[config.mk]
export PLATFORM = sky130hd
export DESIGN_NAME = dma_responder_flat
export DESIGN_NICKNAME = d
export VERILOG_FILES = /design/src/rtl/dma_responder_if.sv /design/src/rtl/dma_responder.sv /design/src/flat_wrapper.sv
export SDC_FILE = /design/constraint.sdc
export NUM_CORES = 1
export LEC_CHECK = 0
export ABC_CLOCK_PERIOD_IN_PS = 2710
export CAP_MARGIN = 40
export CORE_ASPECT_RATIO = 1.1
export CORE_UTILIZATION = 40
export DETAILED_ROUTE_END_ITERATION = 6
export DONT_BUFFER_PORTS = 1
export PLACE_DENSITY = 0.52
export SLEW_MARGIN = 25
export SYNTH_ARGS = -nofsm -noshare
export SYNTH_HDL_FRONTEND = slang
export SYNTH_SLANG_ARGS = --single-unit
[constraint.sdc]
create_clock -name clk -period 2.71 [get_ports clk]
set_input_delay 0.542 -clock clk [delete_from_list [all_inputs] [get_ports clk]]
set_output_delay 0.542 -clock clk [all_outputs]
set_load 0.1 [all_outputs]
[src/rtl/dma_responder_if.sv]
// Signal bundle between a DMA initiator/weight memory (master) and dma_responder (slave).
// Holds the request/acknowledge pair, the memory read port and the shared data-bus outputs.
interface dma_responder_if #(
    parameter int MEM_ADDRESS_WIDTH   = 10,
    parameter int LAYER_ADDRESS_WIDTH = 7,
    parameter int DATA_WIDTH          = 16
);
    logic                           DMA_read;
    logic [MEM_ADDRESS_WIDTH-1:0]   DMA_address;
    logic [LAYER_ADDRESS_WIDTH-1:0] DMA_count;
    logic                           DMA_ready;
    logic                           mem_read;
    logic [MEM_ADDRESS_WIDTH-1:0]   mem_address;
    logic [DATA_WIDTH-1:0]          mem_data;
    logic [DATA_WIDTH-1:0]          Bus_data;
    logic                           Bus_valid;
    logic                           busy;

    // The master side also stands in for the weight memory, so it drives mem_data.
    modport master (
        output DMA_read, DMA_address, DMA_count, mem_data,
        input  DMA_ready, mem_read, mem_address, Bus_data, Bus_valid, busy
    );

    modport slave (
        input  DMA_read, DMA_address, DMA_count, mem_data,
        output DMA_ready, mem_read, mem_address, Bus_data, Bus_valid, busy
    );
endinterface

[src/rtl/dma_responder.sv]
// Burst reader: on a DMA request it streams DMA_count words, starting at DMA_address,
// out of a synchronous weight memory and onto the shared bus, then pulses DMA_ready.
module dma_responder #(
    parameter int MEM_ADDRESS_WIDTH   = 10,
    parameter int LAYER_ADDRESS_WIDTH = 7,
    parameter int DATA_WIDTH          = 16
) (
    input  logic             clk,
    input  logic             rst,
    input  logic             clk_en,
    dma_responder_if.slave   bus
);
    typedef enum logic [1:0] {
        IDLE  = 2'd0,
        FETCH = 2'd1,
        DRAIN = 2'd2,
        DONE  = 2'd3
    } state_t;

    localparam logic [MEM_ADDRESS_WIDTH-1:0]   ADDR_ONE = MEM_ADDRESS_WIDTH'(1);
    localparam logic [LAYER_ADDRESS_WIDTH-1:0] REM_ONE  = LAYER_ADDRESS_WIDTH'(1);

    state_t                         r_state;
    logic [MEM_ADDRESS_WIDTH-1:0]   r_mem_address;
    logic [LAYER_ADDRESS_WIDTH-1:0] r_remaining;
    logic                           r_mem_read;
    logic                           r_read_pending;
    logic                           r_bus_valid;
    logic [DATA_WIDTH-1:0]          r_bus_data;
    logic                           r_dma_ready;
    logic                           r_busy;

    // mem_read/mem_address are loaded on the accepting edge so that the memory reads
    // during the first FETCH cycle; r_read_pending marks the cycle mem_data is valid.
    always_ff @(posedge clk) begin
        if (rst) begin
            r_state        <= IDLE;
            r_mem_address  <= '0;
            r_remaining    <= '0;
            r_mem_read     <= 1'b0;
            r_read_pending <= 1'b0;
            r_bus_valid    <= 1'b0;
            r_bus_data     <= '0;
            r_dma_ready    <= 1'b0;
            r_busy         <= 1'b0;
        end else if (clk_en) begin
            r_dma_ready    <= 1'b0;
            r_read_pending <= r_mem_read;
            r_bus_valid    <= r_read_pending;
            if (r_read_pending) begin
                r_bus_data <= bus.mem_data;
            end

            case (r_state)
                IDLE: begin
                    if (bus.DMA_read) begin
                        r_busy <= 1'b1;
                        if (bus.DMA_count != '0) begin
                            r_state       <= FETCH;
                            r_mem_read    <= 1'b1;
                            r_mem_address <= bus.DMA_address;
                            r_remaining   <= bus.DMA_count;
                        end else begin
                            r_state     <= DONE;
                            r_remaining <= '0;
                        end
                    end
                end

                // r_remaining counts the word currently on mem_address as well.
                FETCH: begin
                    if (r_remaining == REM_ONE) begin
                        r_state     <= DRAIN;
                        r_mem_read  <= 1'b0;
                        r_remaining <= '0;
                    end else begin
                        r_mem_address <= r_mem_address + ADDR_ONE;
                        r_remaining   <= r_remaining - REM_ONE;
                    end
                end

                DRAIN: begin
                    r_state <= DONE;
                end

                DONE: begin
                    r_state     <= IDLE;
                    r_dma_ready <= 1'b1;
                    r_busy      <= 1'b0;
                end

                default: begin
                    r_state <= IDLE;
                    r_busy  <= 1'b0;
                end
            endcase
        end
    end

    assign bus.DMA_ready   = r_dma_ready;
    assign bus.mem_read    = r_mem_read;
    assign bus.mem_address = r_mem_address;
    assign bus.Bus_data    = r_bus_data;
    assign bus.Bus_valid   = r_bus_valid;
    assign bus.busy        = r_busy;
endmodule

[src/flat_wrapper.sv]
// flat-port wrapper written by rule: the top's interface ports become plain ports
module dma_responder_flat 
#(
    parameter int MEM_ADDRESS_WIDTH   = 10,
    parameter int LAYER_ADDRESS_WIDTH = 7,
    parameter int DATA_WIDTH          = 16
)
  (clk, rst, clk_en, bus_DMA_read, bus_DMA_address, bus_DMA_count, bus_mem_data, bus_DMA_ready, bus_mem_read, bus_mem_address, bus_Bus_data, bus_Bus_valid, bus_busy);
  dma_responder_if #(.MEM_ADDRESS_WIDTH(MEM_ADDRESS_WIDTH), .LAYER_ADDRESS_WIDTH(LAYER_ADDRESS_WIDTH), .DATA_WIDTH(DATA_WIDTH)) bus_i ();
  input  logic clk;
  input  logic rst;
  input  logic clk_en;
  input wire logic [$bits(bus_i.DMA_read)-1:0] bus_DMA_read;
  input wire logic [$bits(bus_i.DMA_address)-1:0] bus_DMA_address;
  input wire logic [$bits(bus_i.DMA_count)-1:0] bus_DMA_count;
  input wire logic [$bits(bus_i.mem_data)-1:0] bus_mem_data;
  output wire logic [$bits(bus_i.DMA_ready)-1:0] bus_DMA_ready;
  output wire logic [$bits(bus_i.mem_read)-1:0] bus_mem_read;
  output wire logic [$bits(bus_i.mem_address)-1:0] bus_mem_address;
  output wire logic [$bits(bus_i.Bus_data)-1:0] bus_Bus_data;
  output wire logic [$bits(bus_i.Bus_valid)-1:0] bus_Bus_valid;
  output wire logic [$bits(bus_i.busy)-1:0] bus_busy;
  assign bus_i.DMA_read = bus_DMA_read;
  assign bus_i.DMA_address = bus_DMA_address;
  assign bus_i.DMA_count = bus_DMA_count;
  assign bus_i.mem_data = bus_mem_data;
  assign bus_DMA_ready = bus_i.DMA_ready;
  assign bus_mem_read = bus_i.mem_read;
  assign bus_mem_address = bus_i.mem_address;
  assign bus_Bus_data = bus_i.Bus_data;
  assign bus_Bus_valid = bus_i.Bus_valid;
  assign bus_busy = bus_i.busy;
  dma_responder #(.MEM_ADDRESS_WIDTH(MEM_ADDRESS_WIDTH), .LAYER_ADDRESS_WIDTH(LAYER_ADDRESS_WIDTH), .DATA_WIDTH(DATA_WIDTH)) u_core (.clk(clk), .rst(rst), .clk_en(clk_en), .bus(bus_i));
endmodule
==> results of run 1 <==
## stage by stage
| stage | area (um^2) | hold slack, ns | std cells | util [%] | setup WS [ns] |
|---|---|---|---|---|---|
| 2_1_floorplan | 2110 | 0.441 | 256 | - | 0.375 |
| 3_3_place_gp | 2250 | 0.452 | 317 | 44.7 | 0.663 |
| 3_5_place_dp | 2480 | 0.459 | 332 | 49.2 | 0.659 |
| 4_1_cts | 2590 | 0.291 | 340 | 51.4 | 0.685 |
| 5_1_grt | 2590 | 0.282 | 340 | 51.4 | 0.498 |
| 6_report | 2590 | 0.298 | 340 | 51.4 | 0.674 |
## registers in the layout, indices dropped and copies added (netlist names)
name,flops
u_core.bus.mem_address,10
u_core.r_state,2
u_core.bus.mem_read,1
u_core.r_remaining,7
u_core.bus.Bus_valid,1
u_core.bus.Bus_data,16
u_core.r_read_pending,1
u_core.bus.DMA_ready,1
u_core.bus.busy,1
## cell type report
cell class / count / area [um^2] / area share, %
multi-input cells: 192 / 1210 / 46.7
flip-flops and latches: 40 / 801 / 30.9
repair buffers: 33 / 360 / 13.9
well taps: 58 / 72.6 / 2.80
clock buffers: 5 / 68.8 / 2.66
clock inverters: 3 / 42.5 / 1.64
inverters: 9 / 33.8 / 1.31
## worst paths after layout
| kind | from | to | slack (ns) |
|---|---|---|---|
| max | u_core.r_state[0] | u_core.bus.mem_address[3] | 0.67 |
| min | rst | u_core.bus.mem_address[8] | 0.30 |
| max reg2reg | u_core.r_state[0] | u_core.bus.mem_address[3] | 0.67 |
| min reg2reg | u_core.r_remaining[1] | u_core.r_remaining[1] | 0.47 |
## worst register-to-register path: stages, from the launching register on
cell	delay, ns
dfxtp_1	0.38
inv_1	0.09
ha_1	0.22
buf_4	0.17
mux2_2	0.27
o211a_1	0.37
nand2_1	0.18
o32ai_1	0.28
## power by group through the flow
stage	sequential (W)	clock, W	combinational (W)
6_report	0.000657	0.000494	0.000505
3_3_place_gp	0.000697	0	0.000466
5_1_grt	0.000662	0.000533	0.000544
4_1_cts	0.000656	0.000510	0.000507
3_5_place_dp	0.000670	0	0.000505
2_1_floorplan	0.000823	0	0.000257
## cell families (layout without fill, tap and decap cells)
group | count (synthesis) | in the layout
AOI/OAI and AO/OA | 81 | 81
muxes | 4 | 4
and+or+nand+nor | 100 | 100
DFF | 40 | 40
adders and majority gates | 7 | 7
buffers and inverters | 24 | 50
## synth_stat cells (all sizes together), types with 5 or more instances
master / count
o32ai: 5
nand3: 7
nand2b: 6
nor3: 5
inv: 8
nand2: 51
ha: 7
buf: 6
clkbuf: 9
a211oi: 8
nor2: 7
dfxtp: 40
a21oi: 34
## cell usage in the layout (no fill, tap or decap), drive strengths merged, types with 2 or more instances in the layout
master and count:
nand2 51, nor2 7, a2111oi 2, a211oi 8, o32ai 5, nand3 7, clkinv 2, and2 2
nand4 3, and3 2, or3 2, dfxtp 40, a31oi 3, or2 2, nand2b 6, o21a 2
ha 7, nor2b 3, o31ai 4, o2bb2ai 2, inv 8, a21oi 34, o21ai 4, mux2i 3
nor4 4, o211ai 4, buf 33, or4 3, nor3 5, a221oi 2, clkbuf 5
## routing by layer
metal | vias up | routed length, um | part of all wire [%] | global-route usage [%]
met4 | 0 | 66 | 1.2 | 6.00
met1 | 915 | 2530 | 45 | 26.3
met3 | 6 | 323 | 5.8 | 5.39
met2 | 64 | 2660 | 48 | 35.8
li1 | 986 | - | - | -
met5 | - | 0 | 0 | 0
==> results by group, run 1 <==
Yosys
  • Netlist cell types: 61
  • Main synth FF type: dfxtp_1
  • Synth Area in Compound Gates: 26.9%
  • Number of synthesized flops with an enable pin: 0
  • Synth Register Bits: 40
  • Xor and xnor area share after synthesis: 0%
  • Sequential element share of the synthesized area: 37.9%
  • Simple-gate share of the synthesized area: 24.2%
  • Syn nets: 300
  • Synth warn: 0
  • Post-synthesis mux area share: 1.95%
  • Synth top area share: 37.9%
  • Largest family of logic cells by synthesized area: compound AO/OA/AOI/OAI gates
  • Adder-Cell Fraction of Synth Area: 4.14%
  • Synthesized area: 0.00211 mm^2
  • Syn_area_per_cell: 8.26 um^2
  • Ys async rst share: 0%
  • Synthesized instance count: 256
  • Synth top area cells: dfxtp_1, nand2_1, a21oi_1
  • Leading area contributor after synthesis: dfxtp_1

Clocking
  • Hold Buf Count CTS: 0
  • Num CTS Buffers: 5
  • CTS tree: done
  • Clock tree buffer depth: 2
  • Clock root buffer: clkbuf_8
  • Clock Latency Late Sink: 0.30 ns
  • Sink Count: 40
  • CTS clk-pin slew, worst paths: 0.08 ns
  • H-tree Lvls: 2
  • Postcts setup bufs: 0
  • Post-CTS sizing: 0

Power
  • Psw: 0.000603 W
  • Combinational share of power: 30.5%
  • Leak: 0.940 nW
  • Clock power frac: 29.8%
  • Peak supply drop: 0.256 mV
  • Power Density: 640 mW/mm^2
  • Sequential Power Share: 39.7%
  • Cell internal pwr: 0.00105 W
  • Final Total Pwr: 0.00166 W
  • Switch share: 36.4%

Global routing
  • Tot GR Track Use: 21.1%
  • Vias in the first global route: 1918
  • Initial antenna violation count: 0
  • Pin count of the biggest net entering global routing: 40
  • Grt total ovfl: 0
  • First-pass GRT wire length: 9320 um

Worst setup path
  • Setup crit end kind: flop
  • Top delay family on crit path: compound AO/OA/AOI/OAI gates
  • Startpoint Class: flop
  • Critical path's slowest cell: dfxtp_1
  • Crit path DAT: 2.25 ns
  • WP buf/inv: 2
  • Crit-path max cell delay: 0.38 ns
  • Critical-path cell list: inv_1 > ha_1 > buf_4 > mux2_2 > o211a_1 > nand2_1 > o32ai_1
  • Setup Crit Path Kind: reg2reg
  • Worst reg2reg path depth: 7
  • CP Depth: 7
  • Worst endpoint required time: 2.92 ns
  • Critical-path maximum fanout: 9

Routing
  • Post-route ant nets: 0
  • DRC errors left: 5
  • Routed via count: 1971
  • Average routed wire per standard cell: 16.4 um
  • DRT Pass-1 Iters: 6
  • Vias per Instance: 5.80
  • Overall routed net length: 5580 um
  • Number of DRC markers in iteration 0: 69

Cells and area
  • Ant diodes: 0
  • Fillers: 477
  • Layout cells sized above 1: 19.9%
  • Final Net Count: 325
  • Area Overhead vs Synth: 22.4%

Floorplanning
  • Core area: 0.00503 mm^2
  • I/O pins: 67
  • Die ar.: 0.00558 mm^2
  • Row count: 27
  • Chip width: 71.3 um
  • Die Y: 78.3 um
  • Initial Util: 42.0%

Timing
  • Clock skew: 0.00508 ns
  • RSZ-0062 raised after global routing: false
  • Slew of the pin with the lowest slew margin: 0.657 ns
  • Max-slew violations: 0
  • Final min period: 2.04 ns
  • Final setup fails: 0
  • Fin Setup TNS: 0 ns
  • Fmax: 0.491 GHz
  • Final worst path period share: 75.1%
  • Final Hold Fails: 0
  • Normalized max-slew margin: 55.1%

Run status
  • Failing checks: design-rule violations
  • Outcome: finished with violations

Place
  • DP Wirelength: 4090 um
  • PortBufs: 0
  • Gpl congestion: 0.822

Min path
  • Worst hold stages: 1
  • HP Class: in2reg

Flow run
  • Max-cap viol count: 0
Note: power is estimated with default switching activity, not from simulation.
==> run 2: changes to the inputs <==
--- a/config.mk
+++ b/config.mk
@@ -5,13 +5,13 @@
 export SDC_FILE = /design/constraint.sdc
 export NUM_CORES = 1
 export LEC_CHECK = 0
-export ABC_CLOCK_PERIOD_IN_PS = 2710
+export ABC_CLOCK_PERIOD_IN_PS = 1800
 export CAP_MARGIN = 40
 export CORE_ASPECT_RATIO = 1.1
 export CORE_UTILIZATION = 40
 export DETAILED_ROUTE_END_ITERATION = 6
 export DONT_BUFFER_PORTS = 1
-export PLACE_DENSITY = 0.52
+export PLACE_DENSITY = 0.54
 export SLEW_MARGIN = 25
 export SYNTH_ARGS = -nofsm -noshare
 export SYNTH_HDL_FRONTEND = slang
==> constraint.sdc (replaced) <==
create_clock -name clk -period 1.8 [get_ports clk]
set_input_delay 0.36 -clock clk [delete_from_list [all_inputs] [get_ports clk]]
set_output_delay 0.36 -clock clk [all_outputs]
set_load 0.1 [all_outputs]
==> results by group, run 2 (same netlist as run 1, synthesis figures left out) <==
Run status
  • Outcome: finished with violations
  • Failing checks: design-rule violations

Global routing
  • Met3 usage: 4.75%
  • Grt total ovfl: 0
  • M2 GR Usage: 34.8%
  • Vias in the first global route: 1885
  • Met1 Track Usage GR: 26.3%
  • Tot GR Track Use: 20.8%
  • First-pass GRT wire length: 9140 um
  • Initial antenna violation count: 0
  • Global route hottest layer: met2
  • Pin count of the biggest net entering global routing: 40

Timing
  • Final worst path period share: 99.2%
  • Final Hold Fails: 0
  • Clock skew: 0.00815 ns
  • Fin Setup TNS: 0 ns
  • Final min period: 1.79 ns
  • Max-slew violations: 0
  • Normalized max-slew margin: 58.5%
  • Final Worst Setup Slack: 0.0140 ns
  • Fmax: 0.560 GHz
  • Final setup fails: 0
  • Slew of the pin with the lowest slew margin: 0.623 ns
  • RSZ-0062 raised after global routing: true

Clocking
  • H-tree Lvls: 2
  • Clock tree buffer depth: 2
  • CTS tree: done
  • Clock Latency Late Sink: 0.30 ns
  • Clock root buffer: clkbuf_8
  • Sink Count: 40
  • CTS clk-pin slew, worst paths: 0.09 ns
  • Num CTS Buffers: 5
  • Hold Buf Count CTS: 0

Cells and area
  • Final Net Count: 346
  • Fillers: 487
  • Post-Route Utilization: 56.0%
  • Commonest non-fill, non-tap cell in the layout: buf_4
  • Layout cells sized above 1: 35.0%
  • Post-route insts no fill: 361
  • Most frequent cells in the layout: buf_4, nand2_1, a21oi_1
  • Largest register FFs: 16
  • Area Overhead vs Synth: 33.3%
  • Ant diodes: 0

Place
  • DP Cell Count: 348
  • Place WS: -0.0738 ns
  • DP Wirelength: 4070 um
  • PortBufs: 0
  • Gpl congestion: 0.866

Routing
  • DRT Pass-1 Iters: 7
  • Routed via count: 2050
  • Overall routed net length: 5740 um
  • Average routed wire per standard cell: 15.9 um
  • Number of DRC markers in iteration 0: 145
  • Post-route ant nets: 0
  • Vias per Instance: 5.68
  • DRC errors left: 7

Floorplanning
  • Core area: 0.00503 mm^2
  • Die Y: 78.3 um
  • Row count: 27
  • Die ar.: 0.00558 mm^2
  • Chip width: 71.3 um
  • Initial Util: 42.0%
  • I/O pins: 67

Worst setup path
  • Worst endpoint required time: 2.00 ns
  • Startpoint Class: flop
  • Reg2reg start: u_core.r_state[0]
  • Setup crit end kind: flop
  • Critical-path maximum fanout: 6
  • Worst Setup EP: u_core.bus.mem_address[6]
  • R2r endpoint: u_core.bus.mem_address[6]
  • Worst Setup SP: u_core.r_state[0]
  • Crit path DAT: 1.98 ns
  • Worst reg2reg path depth: 6
  • Setup Crit Path Kind: reg2reg
  • Reg-to-reg slack, setup: 0.01 ns

Power
  • Leak: 1.05 nW
  • Power Density: 956 mW/mm^2
  • Peak supply drop: 0.479 mV
  • Final Total Pwr: 0.00270 W

Flow run
  • Max-cap viol count: 0

Min path
  • HP Class: in2reg
run 2: changes by cell type in the layout (fill, tap and decap cells not counted), sizes merged:
cell and delta:
buf +21, inv +2, clkinv -1, clkinvlp -1
run 2: worst min-delay path by stage:
stage	slack, ns	end	cells after the start	startpoint
after CTS	0.09	u_core.bus.mem_address[0]	1	rst
final	0.10	u_core.bus.mem_address[0]	1	rst
after floorplan	0.44	u_core.r_remaining[1]	2	u_core.r_remaining[1]
after global placement	0.42	u_core.bus.mem_address[0]	1	rst
after detailed placement	0.42	u_core.bus.mem_address[0]	1	rst
after global routing	0.1	u_core.bus.mem_address[8]	1	rst
run 2: critical path, cell delays in order (launching register included):
cell and delay [ns]:
dfxtp_2 0.34, inv_2 0.07, ha_4 0.16, or4b_4 0.50, o211ai_4 0.28, nor2_4 0.09, o221a_1 0.25
run 2: repair_timing:
action | 4_1_cts | 5_1_grt
buffers inserted | 2 | 3
gates resized for setup | 5 | 20
endpoints found under the setup margin | 8 | 17
cloned | 0 | 0
pin swaps | 3 | 13
run 2: area by class of cell:
| type | count | area, um^2 | area share (%) |
|---|---|---|---|
| multi-input cells | 192 | 1350 | 48.0 |
| flip-flops and latches | 40 | 828 | 29.4 |
| repair buffers | 54 | 417 | 14.8 |
| well taps | 58 | 72.6 | 2.57 |
| clock buffers | 5 | 68.8 | 2.44 |
| clock inverters | 3 | 45.0 | 1.60 |
| inverters | 9 | 33.8 | 1.20 |
run 2: metrics by stage:
| step | hold slack (ns) | cell area [um^2] |
|---|---|---|
| final | 0.104 | 2820 |
| after global routing | 0.0969 | 2820 |
| after CTS | 0.0947 | 2690 |
| after detailed placement | 0.424 | 2550 |
| after global placement | 0.422 | 2550 |
| after floorplan | 0.441 | 2180 |
run 2: power breakdown:
part | internal (W) | switching [W]
logic | 0.000338 | 0.000577
clock network | 0.000419 | 0.000357
registers | 0.000944 | 0.0000604
run 2: layer usage:
layer,vias up,part of all wire (%)
li1,1034,-
met1,947,44
met2,62,48
met3,7,7.0
met4,0,0.89
met5,-,0
==> run 3: changes to the inputs <==
--- a/config.mk
+++ b/config.mk
@@ -5,13 +5,14 @@
 export SDC_FILE = /design/constraint.sdc
 export NUM_CORES = 1
 export LEC_CHECK = 0
-export ABC_CLOCK_PERIOD_IN_PS = 1800
+export ABC_CLOCK_PERIOD_IN_PS = 1550
 export CAP_MARGIN = 40
 export CORE_ASPECT_RATIO = 1.1
 export CORE_UTILIZATION = 40
 export DETAILED_ROUTE_END_ITERATION = 6
 export DONT_BUFFER_PORTS = 1
 export PLACE_DENSITY = 0.54
+export SETUP_SLACK_MARGIN = 0.02
 export SLEW_MARGIN = 25
 export SYNTH_ARGS = -nofsm -noshare
 export SYNTH_HDL_FRONTEND = slang
==> constraint.sdc (replaced) <==
create_clock -name clk -period 1.55 [get_ports clk]
set_input_delay 0.31 -clock clk [delete_from_list [all_inputs] [get_ports clk]]
set_output_delay 0.31 -clock clk [all_outputs]
set_load 0.1 [all_outputs]
==> results by group, run 3 (same netlist as run 1, synthesis figures left out) <==
Global routing
  • Grt total ovfl: 0
  • Tot GR Track Use: 23.6%
  • Initial antenna violation count: 0
  • First-pass GRT wire length: 10300 um
  • Pin count of the biggest net entering global routing: 40
  • Vias in the first global route: 2194

Cells and area
  • Post-route insts no fill: 387
  • Most frequent cells in the layout: buf_4, nand2_1, a21oi_1
  • Post-Route Utilization: 63.2%
  • Seq. cell area: 832 um^2
  • Largest register FFs: 16
  • Final instance area: 0.00318 mm^2
  • Area of the multi-input gates: 0.00152 mm^2
  • Layout cells sized above 1: 46.8%
  • Final Net Count: 372
  • Area Overhead vs Synth: 50.5%
  • Ant diodes: 0
  • Fillers: 426
  • Commonest non-fill, non-tap cell in the layout: buf_4

Routing
  • Vias per Instance: 5.72
  • Routed via count: 2214
  • Post-route ant nets: 0
  • Overall routed net length: 6340 um
  • DRC errors left: 8
  • DRT Pass-1 Iters: 7
  • Average routed wire per standard cell: 16.4 um
  • Number of DRC markers in iteration 0: 91

Worst setup path
  • Crit path DAT: 1.97 ns
  • CP Depth: 6
  • Worst reg2reg path depth: 6
  • R2r endpoint: u_core.bus.mem_address[6]
  • Reg-to-reg slack, setup: -0.22 ns
  • Setup crit end kind: flop
  • Critical-path maximum fanout: 5
  • WP buf/inv: 1
  • Setup Crit Path Kind: reg2reg
  • Critical-path cell list: inv_2 > ha_4 > or4b_4 > o211ai_4 > nor2_4 > o221a_1
  • Top delay family on crit path: simple AND/OR/NAND/NOR gates
  • Crit-path max cell delay: 0.51 ns
  • Critical path's slowest cell: or4b_4
  • Worst endpoint required time: 1.75 ns
  • Reg2reg start: u_core.r_state[0]
  • Startpoint Class: flop

Clocking
  • H-tree Lvls: 2
  • Sink Count: 40
  • Clock root buffer: clkbuf_8
  • Clock Latency Late Sink: 0.30 ns
  • CTS clk-pin slew, worst paths: 0.08 ns
  • Clock tree buffer depth: 2
  • Num CTS Buffers: 5
  • CTS tree: done

Power
  • Final Total Pwr: 0.00325 W
  • Clock power frac: 23.3%
  • Switch share: 38.2%
  • Power Density: 1020 mW/mm^2
  • Sequential Power Share: 35.7%
  • Cell internal pwr: 0.00201 W
  • Combinational share of power: 41.0%
  • Leak: 1.21 nW
  • Peak supply drop: 0.458 mV
  • Psw: 0.00124 W

Place
  • PortBufs: 0
  • Gpl congestion: 0.857
  • Placed cell areas: 0.00273 mm^2
  • DP Cell Count: 370
  • DP Wirelength: 4410 um

Timing
  • Max-slew violations: 0
  • Final setup fails: 14
  • RSZ-0062 raised after global routing: true
  • Normalized max-slew margin: 65.1%
  • Final Hold Fails: 0
  • Fin Setup TNS: -2.17 ns
  • Fmax: 0.563 GHz
  • Clock skew: 0.00356 ns
  • Final Worst Setup Slack: -0.225 ns
  • Final worst path period share: 114%
  • Slew of the pin with the lowest slew margin: 0.523 ns
  • Final min period: 1.77 ns

Floorplanning
  • I/O pins: 67
  • Die ar.: 0.00558 mm^2
  • Core area: 0.00503 mm^2
  • Row count: 27
  • Chip width: 71.3 um
  • Initial Util: 42.0%
  • Die Y: 78.3 um

Run status
  • Outcome: finished with violations
  • Failing checks: design-rule violations, negative setup slack

Min path
  • Worst hold stages: 1
  • Hold path endpoint: u_core.bus.mem_address[0]
  • HP Class: in2reg
  • HP Start: rst

Flow run
  • Max-cap viol count: 0
==> run 3: cell types whose count changed in the layout (fill, tap and decap cells not counted), moves of 3 or more <==
cell      before  now
buf_6          3    6
a211oi_1       8    4
a211oi_2       0    4
dfxtp_2        7   10
buf_4         51   72
a21oi_1       32   29
dfxtp_1       28   25
a21oi_2        1    4
==> run 3: final cells by class <==
type,instances,area share (%)
tap,58,2.28
clock inverter,2,0.432
clock buffer,6,2.59
inverter,9,1.30
sequential,40,26.1
multi-input combinational,193,47.7
timing repair buffer,79,19.6
==> run 3: how the worst max path moves through the flow <==
stage                      start                         to
6_report       u_core.r_state[0]  u_core.bus.mem_address[6]
5_1_grt        u_core.r_state[0]  u_core.bus.mem_address[6]
4_1_cts        u_core.r_state[0]  u_core.bus.mem_address[6]
3_5_place_dp   u_core.r_state[1]  u_core.bus.mem_address[6]
3_3_place_gp   u_core.r_state[1]  u_core.bus.mem_address[6]
2_1_floorplan  u_core.r_state[1]  u_core.bus.mem_address[6]
==> run 3: timing repair <==
item,4_1_cts,5_1_grt
endpoints found under the hold margin,0,0
setup endpoints to repair,20,21
buffers inserted,7,1
cloned,0,1
resized for setup,38,21
pin swaps,20,15
hold buffers,0,0
==> run 3: through the flow <==
stage | setup slack (ns) | hold slack [ns]
2_1_floorplan | -0.254 | 0.441
3_3_place_gp | -0.271 | 0.372
3_5_place_dp | -0.342 | 0.374
4_1_cts | -0.243 | 0.0555
5_1_grt | -0.284 | 0.0436
6_report | -0.225 | 0.0582
==> run 3: power by group through the flow <==
stage | Clock [W] | Combinational (W) | Sequential, W
global route | 0.000816 | 0.00142 | 0.00117
finish | 0.000758 | 0.00133 | 0.00116
detailed placement | 0 | 0.00108 | 0.00118
floorplan | 0 | 0.000494 | 0.00145
CTS | 0.000778 | 0.00124 | 0.00116
global placement | 0 | 0.00107 | 0.00118
==> run 3: metal layers <==
| metal | part of all wire, % | track usage, % |
|---|---|---|
| met5 | 0 | 0 |
| met4 | 1.8 | 9.40 |
| met3 | 5.8 | 6.29 |
| met2 | 50 | 39.0 |
| met1 | 42 | 28.9 |
==> variant 1: new RTL, config.mk and constraints of run 2 <==
`LAYER_ADDRESS_WIDTH` is set to 7 in 3 places; all go to 6.
--- a/src/rtl/dma_responder_if.sv
+++ b/src/rtl/dma_responder_if.sv
@@ -2,7 +2,7 @@
 // Holds the request/acknowledge pair, the memory read port and the shared data-bus outputs.
 interface dma_responder_if #(
     parameter int MEM_ADDRESS_WIDTH   = 10,
-    parameter int LAYER_ADDRESS_WIDTH = 7,
+    parameter int LAYER_ADDRESS_WIDTH = 6,
     parameter int DATA_WIDTH          = 16
 );
     logic                           DMA_read;
--- a/src/rtl/dma_responder.sv
+++ b/src/rtl/dma_responder.sv
@@ -2,7 +2,7 @@
 // out of a synchronous weight memory and onto the shared bus, then pulses DMA_ready.
 module dma_responder #(
     parameter int MEM_ADDRESS_WIDTH   = 10,
-    parameter int LAYER_ADDRESS_WIDTH = 7,
+    parameter int LAYER_ADDRESS_WIDTH = 6,
     parameter int DATA_WIDTH          = 16
 ) (
     input  logic             clk,
--- a/src/flat_wrapper.sv
+++ b/src/flat_wrapper.sv
@@ -2,7 +2,7 @@
 module dma_responder_flat 
 #(
     parameter int MEM_ADDRESS_WIDTH   = 10,
-    parameter int LAYER_ADDRESS_WIDTH = 7,
+    parameter int LAYER_ADDRESS_WIDTH = 6,
     parameter int DATA_WIDTH          = 16
 )
   (clk, rst, clk_en, bus_DMA_read, bus_DMA_address, bus_DMA_count, bus_mem_data, bus_DMA_ready, bus_mem_read, bus_mem_address, bus_Bus_data, bus_Bus_valid, bus_busy);
Ports: changed (resized bus_DMA_count); port bits go from 67 to 66. No check against the original RTL was run, so the function may have changed too.
==> variant 1 against run 2 <==
  * Sequential cell count decreased by 1
  * Setup slack improved by 0.049 ns
  * Power decreased by 11%
  * Final area decreased by 9.1%
  * Wire length decreased by 6.5%
  * Global-route usage decreased by 0.37 points
  * Synthesized area decreased by 3.8%
  * Synthesized cell count decreased by 1.6%
  * Highest routed layer unchanged
==> variant 1: results (changes against run 2) <==
[cts]
clkTransAtPathRegs_ns = 0.08
htreeDepth = 2  ; unchanged
cts-buffers-inserted = 5  ; unchanged
cts_buffer_depth = 2  ; unchanged
clk-insertion-delay-late_ns = 0.29
cts-root-buf = clkbuf_8

[logic_synthesis]
netlist_top_cells_count = nand2_1 (48), dfxtp_1 (39), a21oi_1 (30)
synth_fa_ha_area_frac = 0.0431  ; +0.00163
syn_nets = 295  ; -1.7%
ys.flop_type = dfxtp_1
synth-compound-area-share = 0.256  ; -0.0128
yosysSeqAreaShare = 0.384  ; +0.00507
muxShareOfSynthArea = 0.0197  ; +0.000154
synthTopCellsByArea = dfxtp_1 (38%), nand2_1 (8.9%), a21oi_1 (7.4%)
synth_async_sr_flop_share = 0  ; unchanged
synth_top_family_by_area = compound AO/OA/AOI/OAI gates
ys_warn_count = 0  ; unchanged
synth_cell_types = 47  ; -23%
synth_xor_xnor_area_share = 0  ; unchanged

[critical_path]
worstPathArrival_ns = 1.90  ; -0.08 ns
crit_type = flop to flop
path_max_fanout = 7  ; +1
rr_startpoint = u_core.r_state[0]
slowest_delay_ns = 0.40  ; -0.10 ns
critPathSlowestCell = nor3_4

[final_layout]
final_nets = 331  ; -4.3%
largest_reg_flops = 16  ; unchanged
drive_gt1_frac = 0.260  ; -0.0903
antennaDiodeCount = 0  ; unchanged

[min_path]
hp-start = rst
worst_hold_path_type = input pin to flop

[grt]
grt_pass1_vias = 1898  ; +0.69%
grt_usage = 0.205  ; -0.00369
grt_pass1_wl_um = 8930  ; -2.3%
grt_max_degree = 41  ; +2.5%
antenna_found_initial = 0  ; unchanged

[place]
gp_congestion = 0.774  ; -11%
place_area_sq_um = 2370  ; -6.8%
dp_hpwl_um = 3670  ; -9.8%
io_buffer_count = 0  ; unchanged

[status]
status = finished, final reports clean

[timing]
worstMarginPinSlew_ns = 0.571  ; -0.0519 ns
clock_skew_ns = 0.00652  ; -0.00163 ns

[detailed_routing]
first_pass_iters = 4  ; -3
drt-initial-drc-count = 120  ; -17%
via_per_inst = 5.63  ; -0.87%
wire_per_inst_um = 15.5  ; -2.2%

[power_and_ir_drop]
vdd_drop_max_v = 0.000467  ; -2.5%
p_leak_nw = 0.969  ; -7.8%

[variant 1: changes by cell type after synthesis, moves of 3 or more]
cell,run 2,this run
nor2_1,6,12
a41oi_1,0,3
o31ai_1,4,1
o41ai_1,1,5
inv_1,7,11
a211oi_1,8,5
nand3_1,7,10
nand2_1,51,48
clkbuf_1,8,12
buf_2,2,5
a21oi_1,33,30
[variant 1: worst max-delay path: cells and delay by family, from the launching register on]
family | cells | cell delay, ns
AO/OA/AOI/OAI | 1 | 0.15
adder cells (fa/ha/maj) | 1 | 0.23
buffers and inverters | 1 | 0.06
flip-flops | 1 | 0.35
multiplexers | 1 | 0.14
AND/OR/NAND/NOR | 2 | 0.68
[variant 1: power breakdown]
group | internal (mW) | total, mW | switching [mW]
clock | 0.554 | 0.871 | 0.317
combinational | 0.183 | 0.583 | 0.400
sequential | 0.908 | 0.947 | 0.0386
total | 1.64 | 2.40 | 0.756
[variant 1: kinds of logic (layout without fill, tap and decap cells)]
family                     Yosys count  count (layout)
DFF                                 39              39
buffers and inverters               28              65
muxes                                4               4
and+or+nand+nor                    101             101
adders and majority gates            7               7
AOI/OAI and AO/OA                   73              73
[variant 1: per-stage QoR]
stage          hold slack (ns)   util  worst slack (ns)  cells
4_1_cts                  0.115  0.525           0.00675    343
2_1_floorplan            0.428      -           -0.0421    252
6_report                 0.115  0.536            0.0626    345
3_3_place_gp             0.425  0.496           -0.0394    335
5_1_grt                  0.111  0.536           -0.0294    345
3_5_place_dp             0.427  0.496           -0.0893    335
[variant 1: worst paths after layout]
kind	to	slack [ns]	cells after the start
worst max-delay path	u_core.bus.mem_address[0]	0.06	6
worst min-delay path	u_core.bus.mem_address[0]	0.11	1
worst max register to register	u_core.bus.mem_address[0]	0.06	6
worst min register to register	u_core.bus.Bus_data[13]	0.45	2
[variant 1: area by class of cell]
cell class,count,area (sq um)
clock buffers,6,72.6
clock inverters,2,60.1
fillers,492,2220
inverters,11,41.3
multi-input cells,185,1180
flip-flops and latches,39,791
well taps,56,70.1
repair buffers,46,349
[variant 1: timing repair]
| item | 4_1_cts | 5_1_grt |
|---|---|---|
| endpoints found under the setup margin | 5 | 18 |
| hold buffers | 0 | 0 |
| resized for setup | 1 | 9 |
| pin swaps | 0 | 1 |
| setup buffers | 0 | 2 |
| endpoints found under the hold margin | 0 | 0 |
[variant 1: metal layers]
layer | GRT usage | vias up | routed length [um]
li1 | - | 985 | -
met1 | 0.246 | 883 | 2360
met2 | 0.344 | 69 | 2540
met3 | 0.0631 | 5 | 391
met4 | 0.0680 | 0 | 69
met5 | 0 | - | 0
==> variant 2: new RTL, config.mk and constraints of run 2 <==
Made on the original files. Re-encode `state_t` (4 states) as one-hot, 4 bits wide.
--- a/src/rtl/dma_responder.sv
+++ b/src/rtl/dma_responder.sv
@@ -10,11 +10,11 @@
     input  logic             clk_en,
     dma_responder_if.slave   bus
 );
-    typedef enum logic [1:0] {
-        IDLE  = 2'd0,
-        FETCH = 2'd1,
-        DRAIN = 2'd2,
-        DONE  = 2'd3
+    typedef enum logic [3:0] {
+        IDLE  = 4'b0001,
+        FETCH = 4'b0010,
+        DRAIN = 4'b0100,
+        DONE  = 4'b1000
     } state_t;
 
     localparam logic [MEM_ADDRESS_WIDTH-1:0]   ADDR_ONE = MEM_ADDRESS_WIDTH'(1);
Check against the original RTL: no difference found for any inputs over 10 cycles, from zero or initial values and one cycle with rst high; not proved beyond that.
==> variant 2 against run 2 <==
  * Synthesized area is 3.1% higher
  * Setup slack worse by 0.095 ns
  * Power down 6.2%
  * Largest power group unchanged
  * Global-route usage decreased by 1.7 points
  * Combinational power shrank 13%
  * Count of clock-buffer cells in the layout grew 1
  * Sequential cell count grew 2
  * Clock power down 12%
  * Sequential power up 5%
  * Final area increased by 2.6%
  * Critical path depth is 1 higher
  * Sequential share of layout area increased by 0.26 points
  * The run ends with negative setup slack left
  * Wire length decreased by 6.3%
==> variant 2: results (changes against run 2) <==
[place]
place_area_sq_um = 2650  ; +4.2%
dp_hpwl_um = 3720  ; -8.5%
gp_congestion = 0.796  ; -8.1%
dp_cells = 382  ; +9.8%

[status]
status = finished with violations
failed_checks = negative setup slack

[logic_synthesis]
netlist_top_cells_count = nand2_1 (59), dfxtp_1 (42), a21oi_1 (32)
syn_nets = 313  ; +4.3%
synth_cells = 273  ; +6.6%
synthTopCellsByArea = dfxtp_1 (39%), nand2_1 (10%), a21oi_1 (7.3%)
yosysSeqAreaShare = 0.386  ; +0.00684
synth_cell_types = 51  ; -16%
synth_fa_ha_area_frac = 0.0172  ; -0.0242
muxShareOfSynthArea = 0.00918  ; -0.0103
synth-compound-area-share = 0.254  ; -0.0151

[detailed_routing]
wire_per_inst_um = 13.4  ; -16%
wl_met1_um = 2460  ; -2.1%
route.vias.total = 2087  ; +1.8%
finalWirelength_um = 5370  ; -6.3%
dr_wl_met3_um = 243  ; -40%
dr_wl_met2_um = 2610  ; -5.6%
first_pass_iters = 4  ; -3
drt-initial-drc-count = 126  ; -13%

[critical_path]
r2r.worst_path.cells = 7  ; +1
path_max_fanout = 9  ; +3
startpoint = u_core.r_remaining[1]
slowest_delay_ns = 0.45  ; -0.05 ns
regToRegEndpoint = u_core.bus.mem_address[1]
worstPathArrival_ns = 2.08  ; +0.10 ns

[grt]
grt_pass1_wl_um = 8580  ; -6.1%
grt_max_degree = 46  ; +15%
grt_pass1_vias = 1822  ; -3.3%
grt_usage = 0.191  ; -0.0171

[cts]
cts_buffer_depth = 2  ; unchanged

[timing]
period_needed_ns = 1.88  ; +0.0949 ns
setup_slack_ns = -0.0809  ; -0.0949 ns
setup_tns_ns = -0.618  ; -0.618 ns
setup_violations = 18  ; +18
clock_skew_ns = 0.00712  ; -0.00103 ns
relSlewSlack = 0.600  ; +0.0154

[power_and_ir_drop]
vdd_drop_max_v = 0.000394  ; -18%
p_leak_nw = 1.15  ; +9.2%

[final_layout]
drive_gt1_frac = 0.337  ; -0.0124
fill_cells = 498  ; +2.3%
final_nets = 368  ; +6.4%

==> variant 2: cell types whose count changed in the layout (fill, tap and decap cells not counted), sizes merged, moves of 3 or more <==
cell and delta:
o21ai +11, inv -6, nand2 +8, or4 -3
a211oi -7, o31ai +3, o32ai -3, nor2 +13
ha -4, a22oi +5, buf +14
==> variant 2: stage by stage <==
stage | utilization | setup WS, ns | hold slack (ns)
5_1_grt | 0.563 | -0.145 | 0.0978
2_1_floorplan | - | -0.0358 | 0.474
6_report | 0.563 | -0.0809 | 0.119
3_3_place_gp | 0.517 | -0.0631 | 0.425
4_1_cts | 0.551 | -0.0856 | 0.106
3_5_place_dp | 0.517 | -0.143 | 0.429
==> variant 2: power breakdown <==
group	leakage, nW	internal [mW]	switching (mW)	total, mW
Clock	0.0561	0.353	0.334	0.686
Sequential	0.346	0.992	0.0573	1.05
Combinational	0.747	0.299	0.495	0.794
==> variant 2: timing repair <==
item | CTS | global route
endpoints found under the setup margin | 16 | 20
pin swaps | 2 | 3
gates cloned | 1 | 0
buffers inserted | 6 | 4
resized for setup | 6 | 9
==> variant 2: kinds of logic after synthesis <==
kind of cell,count (synthesis)
buffers and inverters,24
flip-flops,42
AO/OA/AOI/OAI,81
adder cells (fa/ha/maj),3
multiplexers,2
AND/OR/NAND/NOR,121
==> variant 2: how the worst min path moves through the flow <==
stage,slack (ns),depth (start not counted),startpoint,end
final,0.12,1,rst,u_core.bus.mem_address[6]
after global routing,0.1,1,rst,u_core.bus.mem_address[1]
after CTS,0.11,1,rst,u_core.bus.mem_address[6]
after detailed placement,0.43,1,rst,u_core.bus.mem_address[6]
after global placement,0.43,1,rst,u_core.bus.mem_address[6]
after floorplan,0.47,2,u_core.r_read_pending,u_core.r_read_pending
==> variant 2: cell type report <==
cell class	instances	area [sq um]	area share
clock buffers	6	93.8	0.0325
inverters	4	15.0	0.00519
multi-input cells	207	1280	0.444
clock inverters	2	10.0	0.00346
repair buffers	68	543	0.188
well taps	72	90.1	0.0312
flip-flops and latches	42	857	0.296
==> variant 2: routing by layer <==
| layer | up-vias | track usage |
|---|---|---|
| met5 | - | 0 |
| met4 | 0 | 0.0588 |
| met3 | 5 | 0.0492 |
| met2 | 48 | 0.330 |
| met1 | 961 | 0.231 |
| li1 | 1073 | - |
